### src/rtl/core_pkg.sv
// Shared types for the core pipeline control: hazard FSM encoding and the
// stall/flush control bundle driven toward the pipeline registers.
package core_pkg;

  localparam int unsigned RegAwDef = 4;

  typedef enum logic [0:0] {
    StRun,
    StMemWait
  } hz_state_t;

  typedef struct packed {
    logic stall_pc;
    logic stall_if_id;
    logic flush_if_id;
    logic bubble_id_exe;
    logic freeze_mem;
  } ctrl_t;

  localparam ctrl_t CtrlNone   = '{stall_pc: 1'b0, stall_if_id: 1'b0, flush_if_id: 1'b0,
                                   bubble_id_exe: 1'b0, freeze_mem: 1'b0};
  localparam ctrl_t CtrlFreeze = '{stall_pc: 1'b1, stall_if_id: 1'b1, flush_if_id: 1'b0,
                                   bubble_id_exe: 1'b0, freeze_mem: 1'b1};
  localparam ctrl_t CtrlFlush  = '{stall_pc: 1'b0, stall_if_id: 1'b0, flush_if_id: 1'b1,
                                   bubble_id_exe: 1'b1, freeze_mem: 1'b0};
  localparam ctrl_t CtrlStall  = '{stall_pc: 1'b1, stall_if_id: 1'b1, flush_if_id: 1'b0,
                                   bubble_id_exe: 1'b1, freeze_mem: 1'b0};

endpackage

### src/rtl/hazard_stall_ctrl_if.sv
// Bundle between the ID/EXE/MEM pipeline registers and the hazard/stall controller.
interface hazard_stall_ctrl_if #(
  parameter int unsigned REG_AW = core_pkg::RegAwDef,
  parameter int unsigned STAT_W = 16
);
  logic              fwd_en;
  logic              id_valid;
  logic              id_two_src;
  logic [REG_AW-1:0] id_src1;
  logic [REG_AW-1:0] id_src2;
  logic [REG_AW-1:0] exe_dest;
  logic              exe_wb_en;
  logic              exe_mem_read;
  logic [REG_AW-1:0] mem_dest;
  logic              mem_wb_en;
  logic              mem_req;
  logic              mem_ready;
  logic              branch_taken;
  logic              stall_pc;
  logic              stall_if_id;
  logic              flush_if_id;
  logic              bubble_id_exe;
  logic              freeze_mem;
  logic [STAT_W-1:0] stall_cycles;
  logic              mem_timeout;

  modport master (
    output fwd_en, id_valid, id_two_src, id_src1, id_src2, exe_dest, exe_wb_en, exe_mem_read,
           mem_dest, mem_wb_en, mem_req, mem_ready, branch_taken,
    input  stall_pc, stall_if_id, flush_if_id, bubble_id_exe, freeze_mem, stall_cycles,
           mem_timeout
  );

  modport slave (
    input  fwd_en, id_valid, id_two_src, id_src1, id_src2, exe_dest, exe_wb_en, exe_mem_read,
           mem_dest, mem_wb_en, mem_req, mem_ready, branch_taken,
    output stall_pc, stall_if_id, flush_if_id, bubble_id_exe, freeze_mem, stall_cycles,
           mem_timeout
  );
endinterface

### src/rtl/hazard_stall_ctrl_match.sv
// Combinational RAW detection between the ID sources and the EXE/MEM destinations.
module hazard_stall_ctrl_match #(
  parameter int unsigned REG_AW = 4
) (
  input  logic              fwd_en,
  input  logic              id_valid,
  input  logic              id_two_src,
  input  logic [REG_AW-1:0] id_src1,
  input  logic [REG_AW-1:0] id_src2,
  input  logic [REG_AW-1:0] exe_dest,
  input  logic              exe_wb_en,
  input  logic              exe_mem_read,
  input  logic [REG_AW-1:0] mem_dest,
  input  logic              mem_wb_en,
  output logic              data_hz
);

  logic exe_match;
  logic mem_match;

  always_comb begin
    exe_match = id_valid & ((exe_dest == id_src1) | (id_two_src & (exe_dest == id_src2)));
    mem_match = id_valid & ((mem_dest == id_src1) | (id_two_src & (mem_dest == id_src2)));
    // With forwarding only a load in EXE cannot be bypassed in time.
    if (fwd_en) begin
      data_hz = exe_mem_read & exe_wb_en & exe_match;
    end else begin
      data_hz = (exe_wb_en & exe_match) | (mem_wb_en & mem_match);
    end
  end

endmodule

### src/rtl/hazard_stall_ctrl.sv
// Pipeline hazard/stall controller: freeze on data-memory wait, flush on taken branch,
// stall on data hazard, plus stall-cycle statistics and a sticky memory-timeout flag.
module hazard_stall_ctrl
  import core_pkg::*;
#(
  parameter int unsigned REG_AW  = 4,
  parameter int unsigned STAT_W  = 16,
  parameter int unsigned TIMEOUT = 64
) (
  input logic                 clk,
  input logic                 rst,
  hazard_stall_ctrl_if.slave  bus
);

  localparam int unsigned WaitW = $clog2(TIMEOUT + 1);

  hz_state_t         state_q, state_d, state_eff;
  logic [WaitW-1:0]  wait_cnt_q, wait_cnt_d;
  logic [STAT_W-1:0] stall_cycles_q, stall_cycles_d;
  logic              timeout_q, timeout_d;
  logic              data_hz;
  logic              freeze;
  ctrl_t             ctrl;

  hazard_stall_ctrl_match #(
    .REG_AW (REG_AW)
  ) u_match (
    .fwd_en       (bus.fwd_en),
    .id_valid     (bus.id_valid),
    .id_two_src   (bus.id_two_src),
    .id_src1      (bus.id_src1),
    .id_src2      (bus.id_src2),
    .exe_dest     (bus.exe_dest),
    .exe_wb_en    (bus.exe_wb_en),
    .exe_mem_read (bus.exe_mem_read),
    .mem_dest     (bus.mem_dest),
    .mem_wb_en    (bus.mem_wb_en),
    .data_hz      (data_hz)
  );

  // While reset is held the outputs behave as if the FSM were already in RUN.
  assign state_eff = rst ? state_q : StRun;

  always_comb begin
    state_d = state_eff;
    freeze  = 1'b0;
    unique case (state_eff)
      StRun: begin
        freeze = bus.mem_req & ~bus.mem_ready;
        if (bus.mem_req && !bus.mem_ready) state_d = StMemWait;
      end
      StMemWait: begin
        freeze = ~bus.mem_ready;
        if (bus.mem_ready) state_d = StRun;
      end
      default: state_d = StRun;
    endcase
  end

  always_comb begin
    ctrl = CtrlNone;
    if (freeze) begin
      ctrl = CtrlFreeze;
    end else if (bus.branch_taken) begin
      ctrl = CtrlFlush;
    end else if (data_hz) begin
      ctrl = CtrlStall;
    end
  end

  always_comb begin
    wait_cnt_d     = wait_cnt_q;
    stall_cycles_d = stall_cycles_q;
    timeout_d      = timeout_q;
    if (state_q == StRun) begin
      wait_cnt_d = '0;
    end else if (wait_cnt_q != WaitW'(TIMEOUT)) begin
      wait_cnt_d = wait_cnt_q + WaitW'(1);
    end
    if (state_q == StMemWait && wait_cnt_q == WaitW'(TIMEOUT - 1) && !bus.mem_ready) begin
      timeout_d = 1'b1;
    end
    if (ctrl.stall_pc && stall_cycles_q != '1) begin
      stall_cycles_d = stall_cycles_q + STAT_W'(1);
    end
  end

  always_ff @(posedge clk) begin
    if (!rst) begin
      state_q        <= StRun;
      wait_cnt_q     <= '0;
      stall_cycles_q <= '0;
      timeout_q      <= 1'b0;
    end else begin
      state_q        <= state_d;
      wait_cnt_q     <= wait_cnt_d;
      stall_cycles_q <= stall_cycles_d;
      timeout_q      <= timeout_d;
    end
  end

  assign bus.stall_pc      = ctrl.stall_pc;
  assign bus.stall_if_id   = ctrl.stall_if_id;
  assign bus.flush_if_id   = ctrl.flush_if_id;
  assign bus.bubble_id_exe = ctrl.bubble_id_exe;
  assign bus.freeze_mem    = ctrl.freeze_mem;
  assign bus.stall_cycles  = stall_cycles_q;
  assign bus.mem_timeout   = timeout_q;

endmodule
### src/flat_wrapper.sv
// flat-port wrapper written by rule: the top's interface ports become plain ports
module hazard_stall_ctrl_flat import core_pkg::*;
#(
  parameter int unsigned REG_AW  = 4,
  parameter int unsigned STAT_W  = 16,
  parameter int unsigned TIMEOUT = 64
)
  (clk, rst, bus_fwd_en, bus_id_valid, bus_id_two_src, bus_id_src1, bus_id_src2, bus_exe_dest, bus_exe_wb_en, bus_exe_mem_read, bus_mem_dest, bus_mem_wb_en, bus_mem_req, bus_mem_ready, bus_branch_taken, bus_stall_pc, bus_stall_if_id, bus_flush_if_id, bus_bubble_id_exe, bus_freeze_mem, bus_stall_cycles, bus_mem_timeout);
  hazard_stall_ctrl_if #(.REG_AW(REG_AW), .STAT_W(STAT_W)) bus_i ();
  input logic clk;
  input logic rst;
  input wire logic [$bits(bus_i.fwd_en)-1:0] bus_fwd_en;
  input wire logic [$bits(bus_i.id_valid)-1:0] bus_id_valid;
  input wire logic [$bits(bus_i.id_two_src)-1:0] bus_id_two_src;
  input wire logic [$bits(bus_i.id_src1)-1:0] bus_id_src1;
  input wire logic [$bits(bus_i.id_src2)-1:0] bus_id_src2;
  input wire logic [$bits(bus_i.exe_dest)-1:0] bus_exe_dest;
  input wire logic [$bits(bus_i.exe_wb_en)-1:0] bus_exe_wb_en;
  input wire logic [$bits(bus_i.exe_mem_read)-1:0] bus_exe_mem_read;
  input wire logic [$bits(bus_i.mem_dest)-1:0] bus_mem_dest;
  input wire logic [$bits(bus_i.mem_wb_en)-1:0] bus_mem_wb_en;
  input wire logic [$bits(bus_i.mem_req)-1:0] bus_mem_req;
  input wire logic [$bits(bus_i.mem_ready)-1:0] bus_mem_ready;
  input wire logic [$bits(bus_i.branch_taken)-1:0] bus_branch_taken;
  output wire logic [$bits(bus_i.stall_pc)-1:0] bus_stall_pc;
  output wire logic [$bits(bus_i.stall_if_id)-1:0] bus_stall_if_id;
  output wire logic [$bits(bus_i.flush_if_id)-1:0] bus_flush_if_id;
  output wire logic [$bits(bus_i.bubble_id_exe)-1:0] bus_bubble_id_exe;
  output wire logic [$bits(bus_i.freeze_mem)-1:0] bus_freeze_mem;
  output wire logic [$bits(bus_i.stall_cycles)-1:0] bus_stall_cycles;
  output wire logic [$bits(bus_i.mem_timeout)-1:0] bus_mem_timeout;
  assign bus_i.fwd_en = bus_fwd_en;
  assign bus_i.id_valid = bus_id_valid;
  assign bus_i.id_two_src = bus_id_two_src;
  assign bus_i.id_src1 = bus_id_src1;
  assign bus_i.id_src2 = bus_id_src2;
  assign bus_i.exe_dest = bus_exe_dest;
  assign bus_i.exe_wb_en = bus_exe_wb_en;
  assign bus_i.exe_mem_read = bus_exe_mem_read;
  assign bus_i.mem_dest = bus_mem_dest;
  assign bus_i.mem_wb_en = bus_mem_wb_en;
  assign bus_i.mem_req = bus_mem_req;
  assign bus_i.mem_ready = bus_mem_ready;
  assign bus_i.branch_taken = bus_branch_taken;
  assign bus_stall_pc = bus_i.stall_pc;
  assign bus_stall_if_id = bus_i.stall_if_id;
  assign bus_flush_if_id = bus_i.flush_if_id;
  assign bus_bubble_id_exe = bus_i.bubble_id_exe;
  assign bus_freeze_mem = bus_i.freeze_mem;
  assign bus_stall_cycles = bus_i.stall_cycles;
  assign bus_mem_timeout = bus_i.mem_timeout;
  hazard_stall_ctrl #(.REG_AW(REG_AW), .STAT_W(STAT_W), .TIMEOUT(TIMEOUT)) u_core (.clk(clk), .rst(rst), .bus(bus_i));
endmodule
### config.mk
export PLATFORM = sky130hd
export DESIGN_NAME = hazard_stall_ctrl_flat
export DESIGN_NICKNAME = d
export VERILOG_FILES = /design/src/rtl/core_pkg.sv /design/src/rtl/hazard_stall_ctrl_if.sv /design/src/rtl/hazard_stall_ctrl_match.sv /design/src/rtl/hazard_stall_ctrl.sv /design/src/flat_wrapper.sv
export SDC_FILE = /design/constraint.sdc
export NUM_CORES = 1
export LEC_CHECK = 0
export ABC_AREA = 1
export CORE_ASPECT_RATIO = 0.8
export CORE_MARGIN = 4
export CORE_UTILIZATION = 50
export CTS_BUF_LIST = sky130_fd_sc_hd__clkbuf_16
export DETAILED_ROUTE_END_ITERATION = 6
export DONT_BUFFER_PORTS = 1
export SETUP_SLACK_MARGIN = 0.2
export SYNTH_ARGS = -nofsm -noshare
export SYNTH_HDL_FRONTEND = slang
export SYNTH_SLANG_ARGS = --single-unit
export TNS_END_PERCENT = 5
### constraint.sdc
create_clock -name clk -period 3.4 [get_ports clk]
set_clock_uncertainty 0.15 [all_clocks]
set_input_delay 1.02 -clock clk [delete_from_list [all_inputs] [get_ports clk]]
set_output_delay 1.02 -clock clk [all_outputs]
set_load 0.05 [all_outputs]
# --- Yosys cells after proc, flatten, opt, wreduce, memory -nomap -nowiden ---
# Index checks and enable logic that the tools add are counted.
totals:
  register_bits: 25
  inputBits: 27
  out_inout_bits: 22
  word_cells: 42
op_classes:
  add_sub_neg: 2
  n_eq_ne: 7
  n_mux: 9
  bitwise_logic: 14
  n_reduce_logical: 6
op_table:
  columns: ["operator", "n"]
  rows:
  - ["16-bit by 1-bit adder with 16-bit output, second input constant", 1]
  - ["4-bit == test", 4]
  - ["16-bit != test, second input constant", 1]
  - ["5-bit two-way mux", 3]
  - ["1-bit bitwise AND", 9]
  - ["7-bit by 1-bit adder with 7-bit output, second input constant", 1]
  - ["7-bit by 6-bit == test with 1-bit output, second input constant", 1]
  - ["7-bit != test, second input constant", 1]
  - ["1-bit logical AND", 4]
  - ["1-bit two-way mux", 4]
  - ["1-bit one-hot mux with 2 select lines", 2]
  - ["1-bit OR", 3]
  - ["1-bit inverter", 2]
  - ["2-bit AND reduction", 1]
  - ["1-bit logical NOT", 1]

# --- Depth between registers and ports, before layout ---
# Gate-level depths: netlist of run 1.
logic_depth:
  depth_word: 11
  ltp_mapped: 14
  depth_no_buf: 13

# --- By module ---
# Synthesis of run 1 repeated with hierarchy kept, for this count alone.
hier_totals:
  hier_cells: 278
  area_unflattened_um2: 1676.6
modules_own_cells:
  columns: ["module", "n_inst", "cells_each", "area_per_inst_um2", "seq_area_each_um2"]
  rows:
  - ["hazard_stall_ctrl", 1, 210, 1373.8, 500.5]
  - ["hazard_stall_ctrl_match", 1, 68, 302.8, 0.0]

# --- Least setup slack after synthesis of run 1 ---
# No wires, ideal clock.
synth_path:
  kind: "input to output"
  start: "in rst"
  end: "out bus_bubble_id_exe"
  arrival_time_ns: 2.521
  required_ns: 2.230
  path_slack_ns: -0.291
  path_stages: 5
  path_buffers: 0
  cell_sequence: "nand2_1 inv_2 o21ai_1 inv_1 a21oi_1"
synth_via:
  elab_chain_len: 4
synth_rtl:
  columns: ["element", "line_no", "text"]
  rows:
  - ["start: declaration", "flat_wrapper.sv:11", "input logic rst;"]
  - ["1-bit two-way mux (*)", "hazard_stall_ctrl.sv:42", "assign state_eff = rst ? state_q : StRun;"]
  - ["1-bit inverter", "hazard_stall_ctrl.sv:47", "unique case (state_eff)"]
  - ["1-bit one-hot mux with 2 select lines (*)", "hazard_stall_ctrl.sv:47", null]
  - ["5-bit two-way mux (*)", "hazard_stall_ctrl.sv:62", "if (freeze) begin"]
  - ["end: declaration", "flat_wrapper.sv:28", "output wire logic [$bits(bus_i.bubble_id_exe)-1:0] bus_bubble_id_exe;"]
# Every way passes the cells marked *; elsewhere a longest branch is shown, timed or not.

# --- Worst setup path after layout of run 1 ---
layout_path:
  start: "in bus_id_src1[2]"
  end: "out bus_bubble_id_exe"
layout_via:
  elab_chain_len: 9
  elab_cells_between_ends: 14
  classes_between: "2 x eq/ne; 4 x mux; 8 x bitwise"
layout_rtl:
  columns: ["element", "line_no", "text"]
  rows:
  - ["start: declaration", "flat_wrapper.sv:15", "input wire logic [$bits(bus_i.id_src1)-1:0] bus_id_src1;"]
  - ["4-bit == test, on equally long branches", "hazard_stall_ctrl_match.sv:22, hazard_stall_ctrl_match.sv:23", null]
  - ["1-bit OR, on equally long branches", "hazard_stall_ctrl_match.sv:22, hazard_stall_ctrl_match.sv:23", null]
  - ["1-bit bitwise AND, on equally long branches", "hazard_stall_ctrl_match.sv:22, hazard_stall_ctrl_match.sv:23", null]
  - ["1-bit bitwise AND", "hazard_stall_ctrl_match.sv:28", "data_hz = (exe_wb_en & exe_match) | (mem_wb_en & mem_match);"]
  - ["1-bit OR", "hazard_stall_ctrl_match.sv:28", null]
  - ["1-bit two-way mux (*)", "hazard_stall_ctrl_match.sv:25", "if (fwd_en) begin"]
  - ["5-bit two-way mux (*)", "hazard_stall_ctrl.sv:66", "end else if (data_hz) begin"]
  - ["5-bit two-way mux (*)", "hazard_stall_ctrl.sv:64", "end else if (bus.branch_taken) begin"]
  - ["5-bit two-way mux (*)", "hazard_stall_ctrl.sv:62", null]
# Marks and branches as above.

==> out/results.tsv, run 1 <==
stage	metric	value	unit
placed_design	Final Wtd Congestion	0.8905	
yosys	compound-cell area share of the yosys netlist	8.403	%
detailed_routing	Remaining DRCs	0	
global_routing	gr ovfl total	0	
sta	number of hold-slack violations in the final timing report	0	
yosys	combinational family with the most area after synthesis	simple AND/OR/NAND/NOR gates	
final_layout	final instance area	1924	µm²
floorplanning	top-level I/O count	49	
min_path	worst min path class	reg2reg	
yosys	warning count from the yosys run	0	
critical_path	CP Max Fanout	3	
global_routing	maximum number of pins on one net before global-route repair	21	
sta	Setup Viol. Count Final	0	
min_path	Worst Hold Endpoint	u_core.bus.mem_timeout	
placed_design	placed insts	295	
global_routing	via count of the first global-routing pass	1448	
power_and_ir_drop	Switching Fraction	25.83	%
yosys	portion of synthesized cell area occupied by the leading cell type	30.56	%
detailed_routing	total detailed-routing wirelength	3.859	mm
clocking	register clock-pin slew on the reported worst setup and hold paths	0.06	ns
sta	final worst-path cycle share	92.92	%
critical_path	Reg-to-Reg End	u_core.bus.stall_cycles[11]	
floorplanning	row count	18	
power_and_ir_drop	combinational cell fraction of total power	14.9	%
power_and_ir_drop	static leakage power	0.8122	nW
placed_design	Setup WS pre-CTS	0.2522	ns
sta	Pins Over Slew Limit	0	
floorplanning	Die Y	59.19	µm
clocking	# H-tree levels	1	
yosys	sequential cell area fraction in the yosys report	30.56	%
yosys	average footprint of a synthesized cell	6.578	µm²
placed_design	total half-perimeter wirelength after legalization and detailed placement	2.842	mm
sta	Slew HR	55.49	%
sta	setup slack of the critical path after layout	0.2408	ns
critical_path	endpoint class of the critical path	output pin	
final_layout	proportion of layout cells with a drive suffix above 1	13.74	%
yosys	Syn Inst Count	249	
detailed_routing	violation count after the first detailed-route iteration	75	
yosys	count of flip-flops with a built-in enable after synthesis	0	
placed_design	Post-DP Area	1767	µm²
yosys	post-synthesis mux area share	0	%
clocking	CTS tree	yes	
yosys	netlist area before placement	1638	µm²
clocking	Post-CTS Hold Buffers	0	
clocking	Clock Tree Buf Depth	2	
clocking	clock buffers created by TritonCTS	3	
detailed_routing	drt via density	5.106	
yosys	most area-hungry cell type in the Yosys netlist	dfxtp_1	
final_layout	Area growth syn-to-layout	17.49	%
yosys	syn nets	279	
final_layout	final-stage net count	293	
yosys	adder-cell share of the synthesized area	2.292	%
power_and_ir_drop	internal power	0.4904	mW
yosys	Post-Synth Simple-Gate Area	36.67	%
min_path	Worst Hold Launch	u_core.state_q	
critical_path	Register-to-Register Path Depth	8	
yosys	register bit total from synthesis	25	
power_and_ir_drop	final total power	0.6612	mW
clocking	source-to-sink clock delay at the later pin of the worst-skew pair	0.26	ns
placed_design	buffers added on ports	0	
yosys	fraction of synthesis flops using an asynchronous set or reset pin	0	%
floorplanning	area of the die	4261	µm²
detailed_routing	total via count in the routed design	1542	
detailed_routing	routed length per instance	12.78	µm
power_and_ir_drop	power spent charging and discharging nets	0.1708	mW
sta	final setup TNS	0	ns
critical_path	data required time at the worst endpoint	2.23	ns
critical_path	worst endpoint data arrival time	1.99	ns
yosys	ranking of synthesized cells by instance count	nand2_1 (68), inv_1 (28), nand3_1 (26), nor2_1 (26), dfxtp_1 (25)	
sta	unrepaired setup endpoints after global routing	false	
global_routing	number of antenna violations at the first check in global routing	0	
critical_path	start-to-end type of the worst setup path	in2out	
yosys	cells taking the most area after synthesis	dfxtp_1 (31%), nand2_1 (16%), xor2_1 (9.6%)	
yosys	most common flop cell mapped by yosys	dfxtp_1	
run_status	result of the run	finished clean	
power_and_ir_drop	part of the total power dissipated in sequential elements	44.9	%
sta	clock period minus final worst setup slack	3.159	ns
detailed_routing	antenna-violating nets left	0	
power_and_ir_drop	relative contribution of the clock network to total power	40.2	%
clocking	TritonCTS Sinks	25	
floorplanning	die boundary width	71.99	µm
yosys	parity-gate share of the synthesized area counting xor and xnor cells	12.83	%
floorplanning	Core Region	3108	µm²
min_path	cell depth of the worst hold path	2	
sta	f_max	316.5	MHz
global_routing	total routing resource utilization after global routing	18.90	%
yosys	number of distinct library cells after synthesis	26	
critical_path	start of the worst register-to-register path	u_core.bus.stall_cycles[9]	
floorplanning	initial core utilization	52.70	%
global_routing	global-route wire length before repair	6.375	mm
critical_path	register-to-register path setup slack	1.05	ns
final_layout	Post-Layout Cell Count	302	
critical_path	Worst setup SP type	input pin	
final_layout	antenna diode count	0	
power_and_ir_drop	worst ir drop on vdd	0.2953	mV
sta	slew of the pin with the lowest slew margin	0.6667	ns
clocking	Clock Root Buffer	clkbuf_16	
power_and_ir_drop	power density over cell area	343.6	nW/µm²
detailed_routing	TritonRoute pass-1 iters	4	
job	count of maximum capacitance violations	0	
yosys	dominant cell by count in the synthesized netlist	nand2_1	
-- critical path, stage by stage --
cell     delay, ns
xor2_1        0.14
nor2_1        0.13
nand2_1       0.06
nand2_1       0.06
nand2_1       0.05
nand2_2       0.10
nand2_2       0.07
a21oi_4       0.35
-- metrics by stage --
stage | util [%] | hold slack, ns
CTS | 59.50 | 0.3515
global route | 61.92 | 0.3678
finish | 61.92 | 0.3538
floorplan | - | 0.3071
global placement | 56.84 | 0.3266
detailed placement | 56.84 | 0.3433
-- power groups by stage --
stage	combinational (mW)	sequential, mW	clock (mW)
6_report	0.0986	0.297	0.266
5_1_grt	0.108	0.297	0.289
4_1_cts	0.0872	0.297	0.275
3_5_place_dp	0.0869	0.303	0
3_3_place_gp	0.0852	0.303	0
2_1_floorplan	0.0657	0.310	0
-- how the worst max path moves through the flow --
stage	start	endpoint
global placement	bus_id_src1[2]	bus_bubble_id_exe
floorplan	bus_id_src1[2]	bus_stall_pc
finish	bus_id_src1[2]	bus_bubble_id_exe
global route	bus_id_src1[1]	bus_bubble_id_exe
detailed placement	bus_id_src1[2]	bus_bubble_id_exe
CTS	bus_id_src1[2]	bus_bubble_id_exe
-- cell usage in the layout (no fill, tap or decap) --
cell type / n
nor2_4: 1
nor2_1: 25
o21ai_0: 3
clkinv_1: 1
nor2_2: 1
nor3_2: 2
nand4_1: 2
nand2_2: 3
clkbuf_16: 5
o21ai_1: 2
nor3_1: 2
buf_4: 11
nor4_1: 2
nor4_4: 1
inv_2: 4
nand2_4: 3
a21oi_1: 20
buf_12: 1
nand3_1: 25
ha_1: 3
inv_1: 25
a21boi_0: 1
dfxtp_1: 25
inv_4: 1
nand2_1: 66
nand3_2: 1
xor2_1: 18
xnor2_1: 6
clkinvlp_4: 1
a21oi_4: 1
-- state kept, by name (all words and copies together), names as in the netlist --
register / count
u_core.wait_cnt_q: 7
u_core.state_q: 1
u_core.bus.stall_cycles: 16
u_core.bus.mem_timeout: 1
-- per-layer routing --
metal,share of wire [%],global-route usage [%],up-vias,wire [µm]
met5,0,0,-,0
met4,1.3,6.702,0,51
met3,8.0,5.424,5,310
met2,43,28.80,43,1678
met1,47,25.60,680,1820
li1,-,-,814,-
-- area by class of cell --
type / instances / area [µm²]
well taps: 40 / 50.05
inverters: 31 / 118.9
clock buffers: 3 / 75.07
flip-flops and latches: 25 / 500.5
clock inverters: 1 / 7.507
multi-input cells: 188 / 1020
repair buffers: 14 / 152.6
fillers: 279 / 1184
-- cell families (layout without fill, tap and decap cells) --
logic type                 after synthesis  after routing
and+or+nand+nor                        134            134
xor gates and xnor gates                24             24
buffers and inverters                   36             49
adders and majority gates                3              3
DFF                                     25             25
AOI/OAI and AO/OA                       27             27
-- what timing repair did --
item / 4_1_cts / 5_1_grt
setup buffers: 0 / 1
endpoints found under the setup margin: 0 / 3
resized for setup: 0 / 7
(Power assumes the default switching activity.)
==> run 2, diff against run 1 <==
- CORE_UTILIZATION: 50 -> 45
==> out/results.tsv, run 2 (synthesized netlist as in run 1, its figures left out) <==
stage	metric	value	unit	change
run_status	result of the run	finished clean		unchanged
sta	f_max	322.9	MHz	was 316.5 MHz
final_layout	flip-flop count of the largest register, all copies and words added	16		unchanged
clocking	Clock Tree Buf Depth	2		unchanged
sta	number of hold-slack violations in the final timing report	0		unchanged
floorplanning	top-level I/O count	49		unchanged
placed_design	Final Wtd Congestion	0.8023		was 0.8905
detailed_routing	total detailed-routing wirelength	3.785	mm	was 3.859 mm
floorplanning	area of the die	4675	µm²	was 4261 µm²
floorplanning	Die Y	61.96	µm	was 59.19 µm
final_layout	combined flip-flop and latch cell area	500.5	µm²	unchanged
critical_path	data required time at the worst endpoint	2.23	ns	about the same
power_and_ir_drop	worst ir drop on vdd	0.3258	mV	was 0.2953 mV
clocking	clock buffers created by TritonCTS	3		unchanged
global_routing	via count of the first global-routing pass	1314		was 1448
clocking	# H-tree levels	1		unchanged
critical_path	register-to-register path setup slack	1.08	ns	was 1.05 ns
final_layout	Filler Cell Count	343		was 279
power_and_ir_drop	final total power	0.6504	mW	was 0.6612 mW
detailed_routing	drt via density	4.987		was 5.106
min_path	worst min path class	reg2reg		unchanged
placed_design	total half-perimeter wirelength after legalization and detailed placement	2.841	mm	was 2.842 mm
critical_path	endpoint class of the critical path	output pin		unchanged
sta	Slew HR	56.67	%	was 55.49%
final_layout	proportion of layout cells with a drive suffix above 1	13.48	%	was 13.74%
clocking	CTS tree	yes		unchanged
job	count of maximum capacitance violations	0		unchanged
critical_path	worst endpoint data arrival time	1.93	ns	was 1.99 ns
final_layout	antenna diode count	0		unchanged
global_routing	gr ovfl total	0		unchanged
clocking	source-to-sink clock delay at the later pin of the worst-skew pair	0.25	ns	was 0.26 ns
sta	slew of the pin with the lowest slew margin	0.6491	ns	was 0.6667 ns
critical_path	Reg-to-Reg End	u_core.bus.stall_cycles[15]		was u_core.bus.stall_cycles[11]
critical_path	Register-to-Register Path Depth	8		unchanged
final_layout	Area growth syn-to-layout	20.02	%	was 17.49%
final_layout	most frequent cells in the layout	nand2_1 (68), inv_1 (28), nor2_1 (25), nand3_1 (25), dfxtp_1 (25)		was nand2_1 (66), inv_1 (25), nor2_1 (25), nand3_1 (25), dfxtp_1 (25)
critical_path	Worst setup SP type	input pin		unchanged
detailed_routing	violation count after the first detailed-route iteration	108		was 75
detailed_routing	Remaining DRCs	0		unchanged
global_routing	number of antenna violations at the first check in global routing	0		unchanged
final_layout	most frequent standard cell in the layout excluding fill and tap cells	nand2_1		unchanged
floorplanning	row count	19		was 18
power_and_ir_drop	static leakage power	0.8489	nW	was 0.8122 nW
global_routing	maximum number of pins on one net before global-route repair	21		unchanged
final_layout	area used by multi-input combinational logic	1015	µm²	was 1020 µm²
floorplanning	die boundary width	75.45	µm	was 71.99 µm
critical_path	start of the worst register-to-register path	u_core.bus.stall_cycles[8]		was u_core.bus.stall_cycles[9]
sta	Pins Over Slew Limit	0		unchanged
critical_path	CP Max Fanout	3		unchanged
critical_path	start-to-end type of the worst setup path	in2out		unchanged
clocking	Clock Root Buffer	clkbuf_16		unchanged
min_path	cell depth of the worst hold path	2		unchanged
sta	Setup Viol. Count Final	0		unchanged
sta	final setup TNS	0	ns	unchanged
sta	clock period minus final worst setup slack	3.097	ns	was 3.159 ns
global_routing	total routing resource utilization after global routing	16.31	%	was 18.90%
detailed_routing	TritonRoute pass-1 iters	4		unchanged
global_routing	global-route wire length before repair	5.837	mm	was 6.375 mm
power_and_ir_drop	power density over cell area	330.9	nW/µm²	was 343.6 nW/µm²
clocking	register clock-pin slew on the reported worst setup and hold paths	0.06	ns	about the same
sta	final worst-path cycle share	91.10	%	was 92.92%
final_layout	final-stage net count	298		was 293
detailed_routing	total via count in the routed design	1541		was 1542
placed_design	buffers added on ports	0		unchanged
min_path	Worst Hold Endpoint	u_core.wait_cnt_q[6]		was u_core.bus.mem_timeout
floorplanning	initial core utilization	47.19	%	was 52.70%
sta	unrepaired setup endpoints after global routing	true		was false
floorplanning	Core Region	3471	µm²	was 3108 µm²
detailed_routing	antenna-violating nets left	0		unchanged
detailed_routing	routed length per instance	12.25	µm	was 12.78 µm
clocking	TritonCTS Sinks	25		unchanged
min_path	Worst Hold Launch	u_core.wait_cnt_q[6]		was u_core.state_q
## run 2: how the worst max path moves through the flow
stage | startpoint | endpoint | slack, ns | cells after the start
floorplan | bus_id_src1[2] | bus_stall_pc | 0.12 | 10
global placement | bus_id_src1[2] | bus_stall_if_id | 0.31 | 9
detailed placement | bus_id_src1[2] | bus_stall_if_id | 0.30 | 9
CTS | bus_id_src1[2] | bus_stall_if_id | 0.30 | 9
global route | bus_mem_dest[0] | bus_bubble_id_exe | 0.20 | 11
finish | bus_id_src1[2] | bus_bubble_id_exe | 0.30 | 9
## run 2: through the flow
stage	setup slack, ns	instances	util (%)	hold slack, ns	cell area [µm²]
2_1_floorplan	0.1180	249	-	0.3071	1664
3_3_place_gp	0.3086	302	52.42	0.3297	1819
3_5_place_dp	0.3023	302	52.42	0.3295	1819
4_1_cts	0.3033	306	54.69	0.3389	1898
5_1_grt	0.1974	309	56.63	0.3761	1966
6_report	0.3027	309	56.63	0.3415	1966
## run 2: cell type report
class / instances / area share (%)
clock inverter: 1 / 0.1910
tap: 42 / 2.673
sequential: 25 / 25.46
timing repair buffer: 19 / 10.31
inverter: 31 / 5.920
multi-input combinational: 188 / 51.62
clock buffer: 3 / 3.819
## run 2: power breakdown
part	total, mW	switching, mW	internal, mW
registers	0.297	0.00147	0.295
clock network	0.252	0.0951	0.157
logic	0.102	0.0628	0.0387
total	0.650	0.159	0.491
## run 2: metal layers
metal | global-route usage, % | wire length, µm | share of wire, %
met1 | 25.15 | 1974 | 52
met2 | 22.51 | 1443 | 38
met3 | 4.502 | 347 | 9.2
met4 | 2.993 | 19 | 0.50
met5 | 0 | 0 | 0
## run 2: worst max-delay path, stage by stage
cell and delay [ns]:
xor2_1 0.14, nor2_1 0.13, nand2_1 0.06, nand2_1 0.06
nand2_1 0.04, nand2_1 0.09, nand2_1 0.09, a21oi_4 0.15
buf_12 0.15
## run 2: timing repair
item,in CTS,in global routing
buffers inserted,0,1
gates resized for setup,0,2
hold buffers,0,0
setup endpoints to repair,0,2
